===== src/rtl/instr_fetch.sv =====
`default_nettype none
// ============================================================================
// Module      : instr_fetch
// Description : IF stage with a one-entry skid buffer. The fetch runs at most
//               one instruction ahead of ID. Taken branches and jumps
//               redirect the fetch after the delay slot.
// Revision    : 1.0 - initial release
// ============================================================================
module instr_fetch #(
    parameter logic [31:0] RESET_PC  = 32'h0000_0000,
    parameter logic [31:0] NOP_INSTR = 32'h0000_0000
) (
    input  logic        clk,
    input  logic        rst,
    input  logic        stall,
    input  logic        jump_branch,
    input  logic        jump_target,
    input  logic        jump_reg,
    input  logic [31:0] jr_pc,
    output logic        imem_req,
    output logic [31:0] imem_addr,
    input  logic        imem_ack,
    input  logic [31:0] imem_rdata,
    output logic [31:0] pc_id,
    output logic [31:0] instr_id,
    output logic        instr_valid_id
);

    localparam logic [0:0] c_st_fetch    = 1'b0;
    localparam logic [0:0] c_st_buffered = 1'b1;

    logic [0:0]  r_state;
    logic [31:0] r_pc_if;
    logic        r_redirect_pending;
    logic [31:0] r_redirect_pc;
    logic [31:0] r_buf_instr;
    logic [31:0] r_buf_pc;
    logic [31:0] r_pc_id;
    logic [31:0] r_instr_id;
    logic        r_valid_id;

    logic        w_redirect;
    logic [31:0] w_pc_id_plus4;
    logic [31:0] w_br_off;
    logic [31:0] w_target;
    logic [31:0] w_next_pc;

    // A redirect is only honoured for a real, advancing branch in ID.
    assign w_redirect    = r_valid_id & ~stall & (jump_branch | jump_target | jump_reg);
    assign w_pc_id_plus4 = r_pc_id + 32'd4;
    assign w_br_off      = {{14{r_instr_id[15]}}, r_instr_id[15:0], 2'b00};
    assign w_target      = jump_reg    ? jr_pc :
                           jump_target ? {w_pc_id_plus4[31:28], r_instr_id[25:0], 2'b00} :
                                         w_pc_id_plus4 + w_br_off;
    assign w_next_pc     = r_redirect_pending ? r_redirect_pc :
                           w_redirect         ? w_target      :
                                                r_pc_if + 32'd4;

    assign imem_req       = ~rst & (r_state == c_st_fetch);
    assign imem_addr      = r_pc_if;
    assign pc_id          = r_pc_id;
    assign instr_id       = r_instr_id;
    assign instr_valid_id = r_valid_id;

    always_ff @(posedge clk) begin
        if (rst) begin
            r_state            <= c_st_fetch;
            r_pc_if            <= RESET_PC;
            r_redirect_pending <= 1'b0;
            r_redirect_pc      <= 32'd0;
            r_buf_instr        <= NOP_INSTR;
            r_buf_pc           <= 32'd0;
            r_pc_id            <= 32'd0;
            r_instr_id         <= NOP_INSTR;
            r_valid_id         <= 1'b0;
        end else begin
            case (r_state)
                c_st_fetch: begin
                    if (imem_ack) begin
                        r_pc_if            <= w_next_pc;
                        r_redirect_pending <= 1'b0;
                        if (stall) begin
                            r_buf_instr <= imem_rdata;
                            r_buf_pc    <= r_pc_if;
                            r_state     <= c_st_buffered;
                        end else begin
                            r_instr_id <= imem_rdata;
                            r_pc_id    <= r_pc_if;
                            r_valid_id <= 1'b1;
                        end
                    end else begin
                        if (!stall) begin
                            r_instr_id <= NOP_INSTR;
                            r_valid_id <= 1'b0;
                        end
                        // Delay slot still in flight: remember where to go after it.
                        if (w_redirect) begin
                            r_redirect_pending <= 1'b1;
                            r_redirect_pc      <= w_target;
                        end
                    end
                end
                c_st_buffered: begin
                    if (!stall) begin
                        r_instr_id <= r_buf_instr;
                        r_pc_id    <= r_buf_pc;
                        r_valid_id <= 1'b1;
                        r_state    <= c_st_fetch;
                        if (w_redirect) begin
                            r_pc_if <= w_target;
                        end
                    end
                end
                default: r_state <= c_st_fetch;
            endcase
        end
    end

endmodule
`default_nettype wire

===== config.mk =====
export PLATFORM = sky130hd
export DESIGN_NAME = instr_fetch
export DESIGN_NICKNAME = d
export VERILOG_FILES = /design/src/rtl/instr_fetch.sv
export SDC_FILE = /design/constraint.sdc
export NUM_CORES = 1
export LEC_CHECK = 0
export BUFFER_PORTS_ARGS = -buffer_cell sky130_fd_sc_hd__buf_2
export CORE_ASPECT_RATIO = 1.1
export CORE_MARGIN = 2
export CORE_UTILIZATION = 45
export DETAILED_ROUTE_END_ITERATION = 16
export HOLD_SLACK_MARGIN = 0.12
export PLACE_DENSITY = 0.65
export SLEW_MARGIN = 20
export SYNTH_ARGS = -nofsm -noshare
export SYNTH_HDL_FRONTEND = slang
export SYNTH_SLANG_ARGS = --single-unit

===== constraint.sdc =====
create_clock -name clk -period 4.5 [get_ports clk]
set_input_delay 0.9 -clock clk [delete_from_list [all_inputs] [get_ports clk]]
set_output_delay 0.9 -clock clk [all_outputs]
set_load 0.05 [all_outputs]

==> results.ini, run 1 <==
[run_status]
run_status=completed

[logic_synthesis]
ys_types=79
synth_xor_area_share_pct=5.37
syn_area_per_cell_um2=7.36
complex_gate_fraction_of_the_synthesized_area_pct=24.2
synth_seq_cells=195
muxShareOfSynthArea_pct=3.84
post_synth_fa_ha_maj_area_fraction_pct=4.06
largest_family_of_logic_cells_by_synthesized_area=simple AND/OR/NAND/NOR gates
synth_enable_flop_cells=0
yosys.area_share.simple_pct=24.2
syn-num-nets=1681
asyncSetResetFlopFracSynth_pct=0
synthesis.yosys.warnings=0
synth.yosys.seq_area_share_pct=33.7
post_synth_inst_count=1573
synthesis.area_um2=11600
synth_flop_cell=dfxtp_1

[drt]
postRouteWirelength_um=40100
drtPass1Iterations=5
vias_per_cell=5.78
final_antenna_net_count=0
post-route-drc-count=0
routedWlPerCell_um=19.7
detailroute.via_count=11776
initialDrtViolationCount=931

[worst_setup_path]
worst_setup_path_end_kind=register
cp_launch_point=pc_id[4]
critPathLaunchType=register
r2r_slack_ns=0.41
critPathKind=register to register
maximum_fanout_encountered_on_the_critical_timing_path=8
arrival_ns=4.41
worst-endpoint-required_ns=4.81
crit-reg2reg-launch=pc_id[4]

[sta]
drv_slew=0
fin_hold_ws_ns=0.453
timing.setup.tns_ns=0
fin_hold_viols=0
slew_headroom_pct=33.7
worstMarginPinSlew_ns=0.994
setup_viol=0
clock-skew-final_ns=0.0136
final.min_clock_period_ns=4.09
final.period_utilization_pct=90.9
maxClockFrequency_mhz=244
grt_setup_unrepaired=false

[final_layout]
stdcell_count=2038
layout.nets=1786
final_standard_cell_area_without_fillers_um2=13300
n_fill_cell=2507
mostFrequentLayoutCell=nand2_1
layout_common_cells=nand2_1 (270), a21oi_1 (215), nor2_1 (210), dfxtp_1 (194), buf_2 (167)
post_route_cells_drive_above_1_share_pct=15.7
final_core_utilization_pct=52.5
syn2layout_area_growth_pct=14.5

[pwr]
pwr-share-clk_pct=34.9
power.share.switching_pct=34.6
power_frac_seq_pct=44.6
total_leakage_power_uw=0.00542
pwr-share-comb_pct=20.5
p_int_uw=2810
net_switching_component_of_the_power_uw=1490
power.density_cell_area_nw_per_um2=324
vdd_ir_drop_max_mv=0.221

[floorplanning]
initial_utilization_pct=45.8
core-area_um2=25300
pin_count=169
num_rows=61
die_w_um=157
die_h_um=172
floorplan.die_area_um2=27000

[global_route]
wire_length_of_the_first_global_routing_pass_um=61300
antenna_found_initial=1
grt_use_total_pct=29.6
first_global_vias=10820
globalRouteOverflowTotal=0
grt_max_degree=66

[clock_network]
cts_inserted_buffers=17
clock_tree.htree_level_count=4
clkSinkCount=195
cts_post_setup_buffers_inserted=0
cts.reportedPaths.clkPinSlew_ns=0.08
tritoncts_clock_tree=built
cts.path.max_buffers=2
root_driver=clkbuf_16
ctsResizeCount=0
clkLatencyLatePin_ns=0.45
cts-hold-fix-buffers=0

[worst_hold_path]
hold_path_class=register to register
min-delay-start=r_redirect_pc[16]

[placed_design]
place_inst=2005
io_buffer_count=168
gp_congestion=0.966
hpwl_um=28500
placed_area_um2=12700

[run]
max_cap_violations=0

-- layout make-up --
| class | count | area, um2 | area share, % |
|---|---|---|---|
| timing repair buffer | 203 | 1120 | 8.46 |
| clock buffer | 18 | 439 | 3.31 |
| antenna | 2 | 5.00 | 0.0377 |
| multi-input combinational | 1240 | 7160 | 54.0 |
| sequential | 195 | 3910 | 29.5 |
| tap | 346 | 433 | 3.26 |
| inverter | 21 | 78.8 | 0.594 |
| clock inverter | 13 | 121 | 0.915 |
-- metal layers --
metal  vias to the layer above  share of wire (%)  GRT usage, %
met5                         -                  0             0
met4                         0                4.9          15.1
met3                        87                6.1          5.06
met2                       438                 46          47.9
met1                      5529                 44          37.8
li1                       5722                  -             -
-- worst max-delay path, stage by stage, from the launching register on --
cell       delay, ns
dfxtp_1         0.45
nand4_1         0.18
nor3_2          0.18
buf_4           0.17
nand4_2         0.18
nor2_1          0.18
nand2_1         0.08
xnor2_1         0.20
ha_1            0.38
a21o_1          0.20
a21o_1          0.16
a21oi_1         0.22
nor3b_1         0.24
o211ai_1        0.19
a311oi_1        0.31
xor2_1          0.28
o2111ai_1       0.16
o2bb2ai_1       0.18
-- Yosys cell counts, types with 4 or more instances --
cell	number	area, um2
o21ai_0	40	200
nor3_1	26	130
a21boi_0	4	30.0
or3_1	7	43.8
dfxtp_1	195	3900
o211ai_1	12	90.1
o221ai_1	13	114
o41ai_1	5	43.8
buf_1	12	45.0
ha_1	36	450
and3_1	19	119
nand4_1	21	131
a21oi_1	215	1080
o21ai_1	18	90.1
xnor2_1	41	359
clkbuf_1	91	342
and2_1	5	31.3
buf_2	14	70.1
and4_1	9	78.8
a211oi_1	41	308
nor3b_1	6	45.0
o21bai_1	5	37.5
nand2b_1	12	75.1
a21o_1	21	158
mux2i_1	41	410
nor2b_1	6	37.5
nand3_1	36	180
xor2_1	30	263
o21a_1	8	60.1
nand2_1	271	1020
inv_1	17	63.8
nor2_1	211	792
a31oi_1	7	43.8
o22ai_1	6	37.5
-- power groups by stage --
stage	registers, uW	clock network [uW]	logic, uW
final	1910	1500	880
after floorplan	2080	0	450
after detailed placement	1950	0	871
after CTS	1910	1520	874
after global placement	1950	0	866
after global routing	1930	1580	948
-- flip-flops by register name, indices dropped and copies added, names as in the netlist --
name                flops
r_redirect_pc          32
pc_id                  32
imem_addr              32
r_buf_pc               32
r_buf_instr            32
r_state                 1
instr_valid_id          1
r_redirect_pending      1
instr_id               32
-- final timing paths --
check	endpoint	cells after the start
worst max-delay path	imem_addr[30]	17
worst min-delay path	r_redirect_pc[16]	2
worst max register to register	imem_addr[30]	17
worst min register to register	r_redirect_pc[16]	2
-- through the flow --
step | power (uW) | setup slack [ns]
final | 4290 | 0.408
after global placement | 2820 | 0.617
after floorplan | 2530 | 0.329
after CTS | 4310 | 0.489
after detailed placement | 2820 | 0.521
after global routing | 4460 | 0.0790
-- cell families (layout without fill, tap and decap cells) --
family,count (synthesis),after routing
AO/OA/AOI/OAI,444,444
XOR/XNOR,71,71
adder cells (fa/ha/maj),37,37
buffers and inverters,138,255
flip-flops,195,195
multiplexers,44,44
other,0,2
AND/OR/NAND/NOR,644,644
(Power assumes the default switching activity.)
==> inputs of run 2 (changes only) <==
--- a/constraint.sdc
+++ b/constraint.sdc
@@ -3,2 +3,2 @@
 set_output_delay 0.9 -clock clk [all_outputs]
-set_load 0.05 [all_outputs]
+set_load 0.01 [all_outputs]
==> results.ini, run 2 (synthesis gave the netlist of run 1 again) <==
[pwr]
pwr-share-clk_pct=38.3
net_switching_component_of_the_power_uw=1420
power.share.switching_pct=33.2
vdd_ir_drop_max_mv=0.216
p_int_uw=2850
pwr-share-comb_pct=17.1
power.density_cell_area_nw_per_um2=320
power_frac_seq_pct=44.7
total_leakage_power_uw=0.00545

[clock_network]
cts.reportedPaths.clkPinSlew_ns=0.08
clkSinkCount=195
cts_inserted_buffers=17
clock_tree.htree_level_count=4
root_driver=clkbuf_16
cts-hold-fix-buffers=0
cts.path.max_buffers=2
tritoncts_clock_tree=built
clkLatencyLatePin_ns=0.45

[floorplanning]
floorplan.die_area_um2=27000
die_w_um=157
initial_utilization_pct=45.8
core-area_um2=25300
die_h_um=172
pin_count=169
num_rows=61

[placed_design]
hpwl_um=27900
placed_area_um2=12700
io_buffer_count=168
gp_congestion=0.924

[final_layout]
mostFrequentLayoutCell=nand2_1
syn2layout_area_growth_pct=15.3
final_standard_cell_area_without_fillers_um2=13400
n_fill_cell=2498
post_route_cells_drive_above_1_share_pct=15.9
final_core_utilization_pct=52.9
layout_common_cells=nand2_1 (270), a21oi_1 (215), nor2_1 (209), dfxtp_1 (194), buf_2 (167)
layout.nets=1783

[sta]
final.period_utilization_pct=92.0
fin_hold_viols=0
maxClockFrequency_mhz=242
grt_setup_unrepaired=false
final.min_clock_period_ns=4.14
timing.setup.tns_ns=0
slew_headroom_pct=29.0
drv_slew=0
worstMarginPinSlew_ns=1.06
setup_viol=0
clock-skew-final_ns=0.0113

[drt]
postRouteWirelength_um=39600
detailroute.via_count=11698
routedWlPerCell_um=19.5
post-route-drc-count=0
final_antenna_net_count=0
initialDrtViolationCount=963
drtPass1Iterations=6
vias_per_cell=5.74

[run]
max_cap_violations=0

[worst_setup_path]
timing.critical_path.slowest_cell_delay_ns=0.44
critical_path.top_delay_family=simple AND/OR/NAND/NOR gates
critPathKind=register to register
crit_path_cell_trace=nand4_1 -> nor3_2 -> buf_4 -> nand4_1 -> or2_2 -> xnor2_1 -> ha_2 -> nand4_1 -> nor3_2 -> inv_1 -> a211oi_2 -> nor3_2 -> nor3_2 -> mux2_2 -> nor4_1 -> o221a_1
arrival_ns=4.53
cp_common_cell=nor3_2
worst-endpoint-required_ns=4.89
worst_setup_path_end_kind=register
critPathLaunchType=register
timing.critical_path.buf_inv=2
timing.critical_path.slowest_stage_cell=ha_2
r2r_slack_ns=0.36
maximum_fanout_encountered_on_the_critical_timing_path=9

[global_route]
grt_use_total_pct=29.3
first_global_vias=10659
globalRouteOverflowTotal=0
wire_length_of_the_first_global_routing_pass_um=61200
grt_max_degree=116
antenna_found_initial=4

[run_status]
run_status=completed

[worst_hold_path]
hold_path_class=register to register

## run 2: power by group through the flow
stage          clock network (uW)  registers (uW)  logic, uW
2_1_floorplan                   0            1930        448
3_3_place_gp                    0            1940        716
3_5_place_dp                    0            1950        719
4_1_cts                      1650            1910        724
5_1_grt                      1720            1920        802
6_report                     1630            1910        728
## run 2: stage by stage
| stage | total power, uW | hold WS, ns | worst slack [ns] | cells |
|---|---|---|---|---|
| 5_1_grt | 4440 | 0.474 | 0.00460 | 2036 |
| 6_report | 4270 | 0.457 | 0.361 | 2037 |
| 3_5_place_dp | 2660 | 0.447 | 0.244 | 2001 |
| 3_3_place_gp | 2660 | 0.438 | 0.367 | 2001 |
| 2_1_floorplan | 2380 | 0.431 | 0.702 | 1573 |
| 4_1_cts | 4280 | 0.458 | 0.217 | 2033 |
## run 2: layout make-up
| type | count | area (um2) | share of cell area [%] |
|---|---|---|---|
| multi-input combinational | 1240 | 7190 | 53.9 |
| sequential | 195 | 3910 | 29.3 |
| timing repair buffer | 200 | 1110 | 8.33 |
| clock buffer | 18 | 439 | 3.29 |
| tap | 346 | 433 | 3.24 |
| clock inverter | 14 | 185 | 1.39 |
| inverter | 21 | 78.8 | 0.590 |
| antenna | 3 | 7.51 | 0.0562 |
## run 2: worst min-delay path, cell delays in order (launching register included)
cell     delay (ns)
dfxtp_1        0.31
nand2_1        0.05
a21oi_1        0.05
## run 2: final timing paths
check	to	start	depth (start not counted)
setup / recovery	imem_addr[29]	pc_id[4]	16
hold / removal	r_buf_instr[20]	r_buf_instr[20]	2
setup reg to reg	imem_addr[29]	pc_id[4]	16
hold reg to reg	r_buf_instr[20]	r_buf_instr[20]	2
## run 2: routing by layer
layer / routed length [um] / global-route usage [%] / vias to the layer above
met2: 18600 / 47.7 / 401
met3: 2370 / 4.11 / 64
li1: - / - / 5724
met1: 17100 / 38.8 / 5507
met4: 1600 / 12.5 / 2
met5: 13 / 0 / -
## run 2: timing repair
item / in CTS / in global routing
gates resized for setup: 0 / 7
setup endpoints to repair: 0 / 5
buffers inserted: 0 / 1
